### src/rtl/parallel_bus_master_if.sv
// parallel_bus_master_if
// Groups the host command/response handshake and the transceiver/device-side
// bus signals of parallel_bus_master into one bundle.
//   master modport : the sequencer (drives strobes, controls, response)
//   slave  modport : the environment (host + transceiver/device side)
// Signals:
//   cmd_valid/cmd_ready/cmd_wr/cmd_addr/cmd_wdata : host command handshake
//   rsp_valid/rsp_rdata/rsp_err                   : completion pulse + data/flag
//   bus_addr/d_o/d_drv/d_i                        : device address and data path
//   bus_dir/bus_oe/bus_sel                        : transceiver controls
//   wr_n/rd_n                                     : active-low device strobes
//   bus_wait                                      : device wait request
interface parallel_bus_master_if;
    logic       cmd_valid;
    logic       cmd_ready;
    logic       cmd_wr;
    logic [7:0] cmd_addr;
    logic [7:0] cmd_wdata;
    logic       rsp_valid;
    logic [7:0] rsp_rdata;
    logic       rsp_err;
    logic [7:0] bus_addr;
    logic [7:0] d_o;
    logic       d_drv;
    logic [7:0] d_i;
    logic       bus_dir;
    logic       bus_oe;
    logic       bus_sel;
    logic       wr_n;
    logic       rd_n;
    logic       bus_wait;

    modport master (
        input  cmd_valid, cmd_wr, cmd_addr, cmd_wdata, d_i, bus_wait,
        output cmd_ready, rsp_valid, rsp_rdata, rsp_err,
        output bus_addr, d_o, d_drv, bus_dir, bus_oe, bus_sel, wr_n, rd_n
    );

    modport slave (
        output cmd_valid, cmd_wr, cmd_addr, cmd_wdata, d_i, bus_wait,
        input  cmd_ready, rsp_valid, rsp_rdata, rsp_err,
        input  bus_addr, d_o, d_drv, bus_dir, bus_oe, bus_sel, wr_n, rd_n
    );
endinterface

### src/rtl/parallel_bus_master.sv
// parallel_bus_master
// Runs one strobed single-byte read or write on an 8-bit bidirectional bus
// through an external transceiver: SETUP -> STROBE (minimum WAIT_CYCLES,
// extended by bus_wait up to TIMEOUT extra cycles) -> HOLD -> TURN, then
// reports completion with a one-cycle rsp_valid pulse.
// Parameters:
//   WAIT_CYCLES : minimum strobe-low cycles (1..15)
//   TIMEOUT     : maximum extra strobe cycles while bus_wait=1 (1..255)
// Ports:
//   clk   : clock, rising edge
//   rst_n : asynchronous active-low reset
//   bus   : command/response handshake and device-side bus (master modport)
// All outputs are registered except cmd_ready, which is decoded from the state.
module parallel_bus_master #(
    parameter int WAIT_CYCLES = 2,
    parameter int TIMEOUT     = 255
) (
    input  logic                         clk,
    input  logic                         rst_n,
    parallel_bus_master_if.master        bus
);

    typedef enum logic [2:0] {
        IDLE,
        SETUP,
        STROBE,
        HOLD,
        TURN
    } state_t;

    localparam logic [3:0] COUNT_LOAD = 4'(WAIT_CYCLES - 1);
    localparam logic [7:0] EXT_LIMIT  = 8'(TIMEOUT);

    state_t     state_reg;
    logic       wr_reg;
    logic [3:0] count_reg;
    logic [7:0] ext_reg;

    assign bus.cmd_ready = (state_reg == IDLE);

    always_ff @(posedge clk or negedge rst_n) begin
        if (!rst_n) begin
            state_reg     <= IDLE;
            wr_reg        <= 1'b0;
            count_reg     <= '0;
            ext_reg       <= '0;
            bus.wr_n      <= 1'b1;
            bus.rd_n      <= 1'b1;
            bus.bus_sel   <= 1'b0;
            bus.bus_oe    <= 1'b0;
            bus.d_drv     <= 1'b0;
            bus.bus_dir   <= 1'b0;
            bus.bus_addr  <= '0;
            bus.d_o       <= '0;
            bus.rsp_valid <= 1'b0;
            bus.rsp_rdata <= '0;
            bus.rsp_err   <= 1'b0;
        end else begin
            // rsp_valid is a single-cycle pulse; only the HOLD branch raises it.
            bus.rsp_valid <= 1'b0;
            case (state_reg)
                IDLE: begin
                    if (bus.cmd_valid) begin
                        // The address/data/direction registers double as the
                        // command latch; direction only ever changes here,
                        // while the transceiver output is still disabled.
                        wr_reg       <= bus.cmd_wr;
                        bus.bus_addr <= bus.cmd_addr;
                        bus.d_o      <= bus.cmd_wdata;
                        bus.bus_dir  <= bus.cmd_wr;
                        bus.d_drv    <= bus.cmd_wr;
                        bus.bus_sel  <= 1'b1;
                        bus.bus_oe   <= 1'b1;
                        state_reg    <= SETUP;
                    end
                end
                SETUP: begin
                    count_reg <= COUNT_LOAD;
                    ext_reg   <= '0;
                    bus.wr_n  <= ~wr_reg;
                    bus.rd_n  <= wr_reg;
                    state_reg <= STROBE;
                end
                STROBE: begin
                    if (count_reg != 4'd0) begin
                        count_reg <= count_reg - 4'd1;
                    end else if (!bus.bus_wait) begin
                        // Normal release: sample the device data on this edge.
                        bus.wr_n      <= 1'b1;
                        bus.rd_n      <= 1'b1;
                        bus.rsp_rdata <= wr_reg ? 8'h00 : bus.d_i;
                        bus.rsp_err   <= 1'b0;
                        state_reg     <= HOLD;
                    end else if (ext_reg >= EXT_LIMIT) begin
                        // Device still stalling after the full extension budget.
                        bus.wr_n      <= 1'b1;
                        bus.rd_n      <= 1'b1;
                        bus.rsp_rdata <= 8'h00;
                        bus.rsp_err   <= 1'b1;
                        state_reg     <= HOLD;
                    end else begin
                        ext_reg <= ext_reg + 8'd1;
                    end
                end
                HOLD: begin
                    // Release the transceiver; dir and addr stay put so the
                    // direction never flips while the output is enabled.
                    bus.bus_sel   <= 1'b0;
                    bus.bus_oe    <= 1'b0;
                    bus.d_drv     <= 1'b0;
                    bus.rsp_valid <= 1'b1;
                    state_reg     <= TURN;
                end
                TURN: begin
                    state_reg <= IDLE;
                end
                default: begin
                    state_reg <= IDLE;
                end
            endcase
        end
    end

endmodule

### src/flat_wrapper.sv
// flat-port wrapper written by rule: the top's interface ports become plain ports
module parallel_bus_master_flat 
#(
    parameter int WAIT_CYCLES = 2,
    parameter int TIMEOUT     = 255
)
  (clk, rst_n, bus_cmd_valid, bus_cmd_wr, bus_cmd_addr, bus_cmd_wdata, bus_d_i, bus_bus_wait, bus_cmd_ready, bus_rsp_valid, bus_rsp_rdata, bus_rsp_err, bus_bus_addr, bus_d_o, bus_d_drv, bus_bus_dir, bus_bus_oe, bus_bus_sel, bus_wr_n, bus_rd_n);
  parallel_bus_master_if bus_i ();
  input  logic clk;
  input  logic rst_n;
  input wire logic [$bits(bus_i.cmd_valid)-1:0] bus_cmd_valid;
  input wire logic [$bits(bus_i.cmd_wr)-1:0] bus_cmd_wr;
  input wire logic [$bits(bus_i.cmd_addr)-1:0] bus_cmd_addr;
  input wire logic [$bits(bus_i.cmd_wdata)-1:0] bus_cmd_wdata;
  input wire logic [$bits(bus_i.d_i)-1:0] bus_d_i;
  input wire logic [$bits(bus_i.bus_wait)-1:0] bus_bus_wait;
  output wire logic [$bits(bus_i.cmd_ready)-1:0] bus_cmd_ready;
  output wire logic [$bits(bus_i.rsp_valid)-1:0] bus_rsp_valid;
  output wire logic [$bits(bus_i.rsp_rdata)-1:0] bus_rsp_rdata;
  output wire logic [$bits(bus_i.rsp_err)-1:0] bus_rsp_err;
  output wire logic [$bits(bus_i.bus_addr)-1:0] bus_bus_addr;
  output wire logic [$bits(bus_i.d_o)-1:0] bus_d_o;
  output wire logic [$bits(bus_i.d_drv)-1:0] bus_d_drv;
  output wire logic [$bits(bus_i.bus_dir)-1:0] bus_bus_dir;
  output wire logic [$bits(bus_i.bus_oe)-1:0] bus_bus_oe;
  output wire logic [$bits(bus_i.bus_sel)-1:0] bus_bus_sel;
  output wire logic [$bits(bus_i.wr_n)-1:0] bus_wr_n;
  output wire logic [$bits(bus_i.rd_n)-1:0] bus_rd_n;
  assign bus_i.cmd_valid = bus_cmd_valid;
  assign bus_i.cmd_wr = bus_cmd_wr;
  assign bus_i.cmd_addr = bus_cmd_addr;
  assign bus_i.cmd_wdata = bus_cmd_wdata;
  assign bus_i.d_i = bus_d_i;
  assign bus_i.bus_wait = bus_bus_wait;
  assign bus_cmd_ready = bus_i.cmd_ready;
  assign bus_rsp_valid = bus_i.rsp_valid;
  assign bus_rsp_rdata = bus_i.rsp_rdata;
  assign bus_rsp_err = bus_i.rsp_err;
  assign bus_bus_addr = bus_i.bus_addr;
  assign bus_d_o = bus_i.d_o;
  assign bus_d_drv = bus_i.d_drv;
  assign bus_bus_dir = bus_i.bus_dir;
  assign bus_bus_oe = bus_i.bus_oe;
  assign bus_bus_sel = bus_i.bus_sel;
  assign bus_wr_n = bus_i.wr_n;
  assign bus_rd_n = bus_i.rd_n;
  parallel_bus_master #(.WAIT_CYCLES(WAIT_CYCLES), .TIMEOUT(TIMEOUT)) u_core (.clk(clk), .rst_n(rst_n), .bus(bus_i));
endmodule
### config.mk
export PLATFORM = sky130hd
export DESIGN_NAME = parallel_bus_master_flat
export DESIGN_NICKNAME = d
export VERILOG_FILES = /design/src/rtl/parallel_bus_master_if.sv /design/src/rtl/parallel_bus_master.sv /design/src/flat_wrapper.sv
export SDC_FILE = /design/constraint.sdc
export NUM_CORES = 1
export LEC_CHECK = 0
export CORE_UTILIZATION = 35
export DETAILED_ROUTE_END_ITERATION = 8
export GPL_TIMING_DRIVEN = 0
export SYNTH_ARGS = -nofsm -noshare
export SYNTH_HDL_FRONTEND = slang
export SYNTH_SLANG_ARGS = --single-unit
### constraint.sdc
create_clock -name clk -period 2 [get_ports clk]
set_input_delay 0.4 -clock clk [delete_from_list [all_inputs] [get_ports clk]]
set_output_delay 0.4 -clock clk [all_outputs]
set_load 0.005 [all_outputs]
* Word level (Yosys, flattened, before mapping)
Index checks and enable logic that the tools add are counted.
Storage, ports and cells: bits in registers 46, input port bits 29, output and inout port bits 33, logic and storage cells 64
Operators by class: $add $sub $neg 2, $lt $le $gt $ge 1, eq/ne operators 10, multiplexer cells 25, bitwise operators 2, reduce and logical (&&, ||, !) cells 11
Operators by type and width (count):
- 8-bit 2-to-1 mux | 6
- 8-bit one-hot mux with 2 select lines | 1
- 3-bit 2-to-1 mux | 4
- 3-bit one-hot mux with 4 select lines | 1
- 3-bit AND reduction | 3
- 8-bit by 1-bit adder with 8-bit output, second input constant | 1
- 8-bit greater-or-equal comparator, second input constant | 1
- 2-bit != test, second input constant | 4
- 1-bit one-hot mux with 2 select lines | 4
- 4-bit one-hot mux with 2 select lines | 1
- 1-bit 2-to-1 mux | 7
- 3-bit by 2-bit equality test with 1-bit output, second input constant | 2
- 2-bit AND reduction | 3
- 4-bit 2-to-1 mux | 1
- 2-bit by 1-bit != test with 1-bit output, second input constant | 2
- 4-bit AND reduction | 1
- 2-bit nonzero test | 2
- 4-bit nonzero test | 1
- 4-bit by 1-bit subtractor with 4-bit output, second input constant | 1
- 3-bit by 1-bit equality test with 1-bit output, second input constant | 1
- 3-bit logical NOT | 1
- 3-bit by 2-bit != test with 1-bit output, second input constant | 1
- 1-bit inverter | 2

* Logic depth before layout (Yosys ltp)
Gate-level depths: netlist of the first run.
word-level depth 5, mapped depth 6, mapped depth without buffers 6

* Least setup slack after synthesis of the first run
Ideal clock, no wire load.
path kind register -> register, start register u_core.count_reg[0], end register u_core.ext_reg[5], data arrival time 1.624 ns, slack 0.300 ns, stages on the path, launching flop included 7, buffers on the path 0, clock period less this slack 1.700 ns, cell sequence dfrtp_1 > inv_1 > ha_1 > nor3b_2 > o22ai_2 > or4_1 > o21ai_1
Between the ends: word-level cells in the longest chain between the ends 3
Ends and longest elaborated chain:
- start, declared | RTL line parallel_bus_master.sv:36 | logic [3:0] count_reg;
- start signal, assigned | RTL line parallel_bus_master.sv:86 | count_reg <= count_reg - 4'd1;
- 4-bit nonzero test | RTL line parallel_bus_master.sv:85 | if (count_reg != 4'd0) begin
- 2-bit != test (no source line)
- 4-bit AND reduction (no source line)
- end signal, assigned | RTL line parallel_bus_master.sv:102 | ext_reg <= ext_reg + 8'd1;
- end, declared | RTL line parallel_bus_master.sv:37 | logic [7:0] ext_reg;
Every way passes these cells. A chain may end at the register's enable or synchronous reset.

* Worst setup path after layout of the first run
start register u_core.state_reg[2], end register u_core.ext_reg[5]
Between the ends: word-level cells in the longest chain between the ends 3
Ends and longest elaborated chain:
- start, declared | RTL line parallel_bus_master.sv:34 | state_t state_reg;
- start signal, assigned | RTL line parallel_bus_master.sv:43 | state_reg <= IDLE;
- start signal, assigned | RTL line parallel_bus_master.sv:74 | state_reg <= SETUP;
- start signal, assigned | RTL line parallel_bus_master.sv:82 | state_reg <= STROBE;
- 3-bit by 2-bit equality test with 1-bit output / 3-bit by 1-bit equality test with 1-bit output (equally long branches) | RTL line parallel_bus_master.sv:61 | case (state_reg)
- 2-bit != test (no source line) / 2-bit nonzero test (equally long branches)
- 4-bit AND reduction (no source line)
Parallel ways exist; a longest one is shown, timed or not.

==> metrics, run 1 <==
MaxCap Viol Count 0; kind of cell adding the most delay to the critical path simple AND/OR/NAND/NOR gates; Async SR Flop Fraction 1.00; H-tree depth 2; Die Span Y 79.9 um; placed cell count 318; gr usage total 0.154; first-iteration detailed-routing DRC count 86; hold buffers post-CTS 0; critical path class register to register; Final min period 1.86 ns; core box area 5680 um^2; reg2reg start u_core.state_reg[2]; hold crit path type primary input to async pin; DRC 0; CP startpoint u_core.state_reg[2]; initial antenna violation count 0; cells on worst reg2reg path 5; vias per cell 4.87; largest net degree at the start of global routing 29; Pre-antenna DRT Iters 4; worst-path maximum fanout 10; Routed Wire Length 4460 um; Inserted Diodes 0; share of cells above drive strength 1 0.173; Hold Slack 0.0318 ns; number of flops mapped to enable cells by yosys 0; CTS root buf clkbuf_8; ys flop type dfrtp_1; adder-cell area share of the yosys netlist 0.0177; first-pass GRT wire length 7490 um; flops & latches, synth 46; maximum VDD drop 0.000538 V; syn_area_per_cell 11.5 um^2; CTS Buf Count 5; post-synthesis mux area share 0.132; Post-Syn Area 2120 um^2; grt total ovfl 0; PD cells 1400 nW/um^2; Pins Over Slew Limit 0; post-DP HPWL 3190 um; gp weighted congestion 0.817; # rows 27; Synth Area in Compound Gates 0.0920; Synth Warn # 0; port buffer count 61; Worst path depth 5; Initial Utilization 0.374; crit path capture u_core.ext_reg[5]; RSZ-0062 raised after global routing false; TritonCTS clock tree built; Crit-path slowest cell or4_1; leakage 0.00134 uW; routed wire length per instance 13.7 um; clock-pin slew on the worst setup and hold paths 0.09 ns; Synth cell types 41; Least-Margin Pin Slew 0.572 ns; Clk Latency, worst-skew pair 0.30 ns; final hold violations 0; FMAX 538 MHz; Die X 79.9 um; post-synth net total 216; crit path buf inv count 1; fin cells 326; Fin Clk Skew 0.00394 ns; setup ws final 0.140 ns; die area 6380 um^2; vias in the first global route 1535; top-level port count 62; Layout area overhead 39.6%; Clock Path Buffers 2; XOR/XNOR share of the synthesized area 0.00825; startpoint types register; Synth Area in Simple Gates 0.155; relative slew slack 0.617; RR Endpoint u_core.ext_reg[5]; pre-CTS setup slack -0.0776 ns; ANT nets after route 0; Final Cycle Share 0.930; largest family of logic cells by synthesized area simple AND/OR/NAND/NOR gates; Final Net Count 285; status finished clean; Worst EP required 2.23 ns; total number of vias 1586; Worst EP arrival 2.09 ns; Max stage delay on crit path 0.50 ns; crit path cell chain buf_6, nor3b_4, o22ai_2, or4_1, o21ai_1; Mapped Cells 184; CP endpoint kind register; setup TNS 0 ns; Final setup viols 0; Worst R2R Setup Slack 0.14 ns; clock sinks 46; Seq/Total Area, Yosys 0.544
worst register-to-register path: stages (launching register included):
cell and delay, ns:
dfrtp_1 0.38, buf_6 0.14, nor3b_4 0.44, o22ai_2 0.25, or4_1 0.50, o21ai_1 0.08
final cells by class:
| class | instances | area [um^2] |
|---|---|---|
| inverters | 13 | 48.8 |
| well taps | 72 | 90.1 |
| repair buffers | 62 | 628 |
| flip-flops and latches | 46 | 1150 |
| fillers | 515 | 2710 |
| plain buffers | 8 | 60.1 |
| clock buffers | 6 | 72.6 |
| clock inverters | 2 | 37.5 |
| multi-input cells | 117 | 872 |
cells in the final DEF, fill, tap and decap left out, types with 2 or more instances in the layout:
| master | netlist | layout |
|---|---|---|
| ha_1 | 3 | 3 |
| nor3_1 | 6 | 6 |
| o21ai_1 | 1 | 2 |
| buf_4 | 3 | 3 |
| inv_1 | 13 | 13 |
| a21o_1 | 2 | 2 |
| or3b_2 | 2 | 2 |
| clkdlybuf4s50_1 | 0 | 59 |
| a22oi_1 | 2 | 2 |
| nand4_1 | 3 | 3 |
| nor3b_4 | 1 | 2 |
| buf_2 | 3 | 4 |
| clkbuf_8 | 0 | 5 |
| nor2b_1 | 2 | 2 |
| dfstp_2 | 2 | 2 |
| nand2_1 | 14 | 14 |
| nor4_1 | 2 | 2 |
| o21ai_0 | 6 | 5 |
| buf_6 | 2 | 2 |
| and3b_1 | 2 | 2 |
| xor2_1 | 2 | 2 |
| mux2_2 | 16 | 16 |
| mux2i_1 | 10 | 10 |
| dfrtp_1 | 44 | 44 |
| a31oi_1 | 3 | 3 |
| nor2_1 | 11 | 11 |
| a21oi_1 | 6 | 6 |
| and3_1 | 2 | 2 |
| nand3_1 | 5 | 5 |
where the power goes:
group          internal [uW]  total [uW]  switching, uW
Clock                    373         693            320
Sequential              1320        1540            216
Combinational           1140        1910            771
Total                   2830        4140           1310
through the flow:
step | power, uW | utilization | area [um^2]
final | 4140 | 0.522 | 2960
after global routing | 4470 | 0.522 | 2960
after CTS | 4180 | 0.519 | 2950
after detailed placement | 3470 | 0.500 | 2840
after global placement | 3440 | 0.497 | 2820
after floorplan | 2530 | - | 2120
worst min path at each step:
stage                       startpoint                      end
finish                           rst_n        u_core.ext_reg[0]
global placement    u_core.bus.rsp_err       u_core.bus.rsp_err
global route                     rst_n  u_core.bus.rsp_rdata[1]
detailed placement               rst_n        u_core.ext_reg[0]
floorplan                        rst_n   u_core.bus.bus_addr[0]
CTS                              rst_n        u_core.ext_reg[0]
cells in the mapped netlist, types with 2 or more instances:
library cell	n	area share
a22oi_1	2	0.0071
a31oi_1	3	0.0088
buf_6	2	0.011
dfstp_2	2	0.025
buf_2	3	0.0071
ha_1	3	0.018
nand2_1	14	0.025
buf_4	3	0.011
a21o_1	2	0.0071
mux2_2	16	0.085
a2bb2oi_1	2	0.0083
inv_1	13	0.023
o21ai_0	6	0.014
xor2_1	2	0.0083
a21oi_1	6	0.014
or3b_2	2	0.0083
nor2_1	11	0.019
nor2b_1	2	0.0059
dfrtp_1	44	0.52
nand4_1	3	0.0088
nor3_1	6	0.014
mux2i_1	10	0.047
and3b_1	2	0.0083
nand3_1	5	0.012
nor3b_2	2	0.012
and3_1	2	0.0059
nor4_1	2	0.0059
timing repair:
item	4_1_cts	5_1_grt
setup endpoints to repair	0	10
endpoints found under the hold margin	0	0
gates resized for setup	0	4
buffers inserted	0	0
logic make-up after synthesis:
group	count (synthesis)
buf+inv	21
compound gates	29
fa+ha+maj	3
xor+xnor	2
mux	26
flops	46
simple gates	57
metal layers:
| layer | share of wire | GRT usage | vias up |
|---|---|---|---|
| met2 | 0.45 | 0.230 | 43 |
| met5 | 0 | 0 | - |
| met1 | 0.48 | 0.211 | 748 |
| li1 | - | - | 789 |
| met4 | 0.017 | 0.0589 | 0 |
| met3 | 0.055 | 0.0423 | 6 |
No activity file was read; power rests on OpenSTA's default activity.
==> run 2: changes to the inputs <==
--- a/config.mk
+++ b/config.mk
@@ -5,9 +5,11 @@
 export SDC_FILE = /design/constraint.sdc
 export NUM_CORES = 1
 export LEC_CHECK = 0
+export CORE_MARGIN = 5
 export CORE_UTILIZATION = 35
 export DETAILED_ROUTE_END_ITERATION = 8
 export GPL_TIMING_DRIVEN = 0
+export SLEW_MARGIN = 20
 export SYNTH_ARGS = -nofsm -noshare
 export SYNTH_HDL_FRONTEND = slang
 export SYNTH_SLANG_ARGS = --single-unit
==> metrics, run 2 (synthesis results as in run 1) <==
Final Net Count 285 (unchanged); Multi-input gate area 871 um^2 (was 872 um^2); sw frac 0.328 (was 0.316); Final min period 1.92 ns (was 1.86 ns); first-pass GRT wire length 7710 um (was 7490 um); H-tree depth 2 (unchanged); hold buffers post-CTS 0 (unchanged); routed wire length per instance 14.1 um (was 13.7 um); relative slew slack 0.618 (was 0.617); final hold violations 0 (unchanged); Final Cycle Share 0.958 (was 0.930); Layout area overhead 38.8% (was 39.6%); Die Span Y 87.9 um (was 79.9 um); core box area 5920 um^2 (was 5680 um^2); Fin Clk Skew 0.00887 ns (was 0.00394 ns); ANT nets after route 0 (unchanged); maximum VDD drop 0.000555 V (was 0.000538 V); Pins Over Slew Limit 0 (unchanged); Hold Slack 0.0643 ns (was 0.0318 ns); P_int 2710 uW (was 2830 uW); Final setup viols 0 (unchanged); status finished clean (unchanged); MaxCap Viol Count 0 (unchanged); post-DP HPWL 3390 um (was 3190 um); most common cell after layout, fill and taps aside clkdlybuf4s50_1 (unchanged); FMAX 522 MHz (was 538 MHz); Layout Utilization 0.497 (was 0.522); Die X 87.9 um (was 79.9 um); startpoint types register (unchanged); Clk Latency, worst-skew pair 0.30 ns (about the same); grt total ovfl 0 (unchanged); clock power share 0.145 (was 0.168); clock-pin slew on the worst setup and hold paths 0.09 ns (about the same); sequential power share 0.381 (was 0.371); largest net degree at the start of global routing 26 (was 29); first-iteration detailed-routing DRC count 85 (was 86); initial antenna violation count 0 (unchanged); cells on worst reg2reg path 6 (was 5); clock sinks 46 (unchanged); leakage 0.00132 uW (was 0.00134 uW); PD cells 1370 nW/um^2 (was 1400 nW/um^2); share of cells above drive strength 1 0.177 (was 0.173); CP endpoint kind register (unchanged); gr usage total 0.128 (was 0.154); Worst EP required 2.23 ns (about the same); CTS Buf Count 5 (unchanged); vias in the first global route 1612 (was 1535); worst-path maximum fanout 5 (was 10); die area 7720 um^2 (was 6380 um^2); # rows 28 (was 27); commonest cells after routing, fill and taps aside clkdlybuf4s50_1 (60), dfrtp_1 (44), mux2_2 (16), nand2_1 (14), inv_1 (13) (was clkdlybuf4s50_1 (59), dfrtp_1 (44), mux2_2 (16), nand2_1 (14), inv_1 (13)); Gate power share 0.474 (was 0.461); DRC 0 (unchanged); Switch Pwr 1320 uW (was 1310 uW); total of fill cells in the finished design 564 (was 515); Least-Margin Pin Slew 0.572 ns (about the same); register area 1150 um^2 (unchanged); TritonCTS clock tree built (unchanged); reg2reg start u_core.count_reg[0] (was u_core.state_reg[2]); Worst EP arrival 2.15 ns (was 2.09 ns); CTS root buf clkbuf_8 (unchanged); Clock Path Buffers 2 (unchanged); RR Endpoint u_core.ext_reg[2] (was u_core.ext_reg[5]); vias per cell 4.88 (was 4.87); hold crit path type primary input to async pin (unchanged); Initial Utilization 0.358 (was 0.374); Worst R2R Setup Slack 0.08 ns (was 0.14 ns); RSZ-0062 raised after global routing true (was false); port buffer count 61 (unchanged); critical path class register to register (unchanged); Routed Wire Length 4650 um (was 4460 um); Pre-antenna DRT Iters 5 (was 4); total number of vias 1606 (was 1586); top-level port count 62 (unchanged); gp weighted congestion 0.774 (was 0.817); CP startpoint u_core.count_reg[0] (was u_core.state_reg[2]); Inserted Diodes 0 (unchanged)
run 2: cell types whose count changed in the layout (fill, tap and decap cells not counted), sizes merged:
cell | before | now
dlymetal6s2s | 1 | 0
clkinvlp | 1 | 2
clkbuf | 6 | 5
clkdlybuf4s50 | 59 | 60
inv | 13 | 14
bufinv | 1 | 0
run 2: cell type report:
class,instances,area share
flip-flops and latches,46,0.392
well taps,75,0.0319
plain buffers,8,0.0204
multi-input cells,117,0.296
repair buffers,62,0.212
inverters,13,0.0166
clock inverters,3,0.00807
clock buffers,5,0.0234
run 2: worst max-delay path by stage:
stage / to / slack (ns) / cells past startpoint
floorplan: u_core.ext_reg[5] / 0.30 / 6
global placement: u_core.bus.bus_addr[5] / -0.83 / 1
detailed placement: u_core.ext_reg[5] / -0.13 / 5
CTS: u_core.ext_reg[5] / 0.01 / 6
global route: u_core.ext_reg[5] / -0.08 / 5
finish: u_core.ext_reg[2] / 0.08 / 6
run 2: worst max-delay path: stages (launching register included):
cell	delay [ns]
dfrtp_1	0.41
inv_1	0.09
ha_1	0.16
or3b_2	0.52
a2bb2oi_1	0.41
a21oi_1	0.13
a21oi_1	0.13
run 2: timing repair:
item                                    CTS  global route
resized for setup                         0             3
endpoints found under the setup margin    0            14
setup buffers                             0             0
run 2: metrics by stage:
step                      power [uW]  setup TNS, ns  worst slack [ns]  area (um^2)  cells
after global routing            4380         -0.195           -0.0790         2950    329
after CTS                       4090              0            0.0141         2930    329
after floorplan                 2530              0             0.300         2120    184
final                           4030              0            0.0831         2950    329
after detailed placement        3480         -0.479            -0.126         2840    321
after global placement          3450         -37.80            -0.829         2830    320
run 2: power by group through the flow:
stage                     sequential (uW)  clock, uW  combinational, uW
after floorplan                      1560          0                967
final                                1540        584               1910
after detailed placement             1550          0               1930
after global placement               1540          0               1910
after global routing                 1600        644               2130
after CTS                            1540        613               1940
run 2: routing by layer:
layer	up-vias	share of wire	track usage
met4	0	0.011	0.0418
met2	60	0.44	0.196
li1	786	-	-
met3	4	0.080	0.0348
met5	-	0	0
met1	756	0.47	0.177
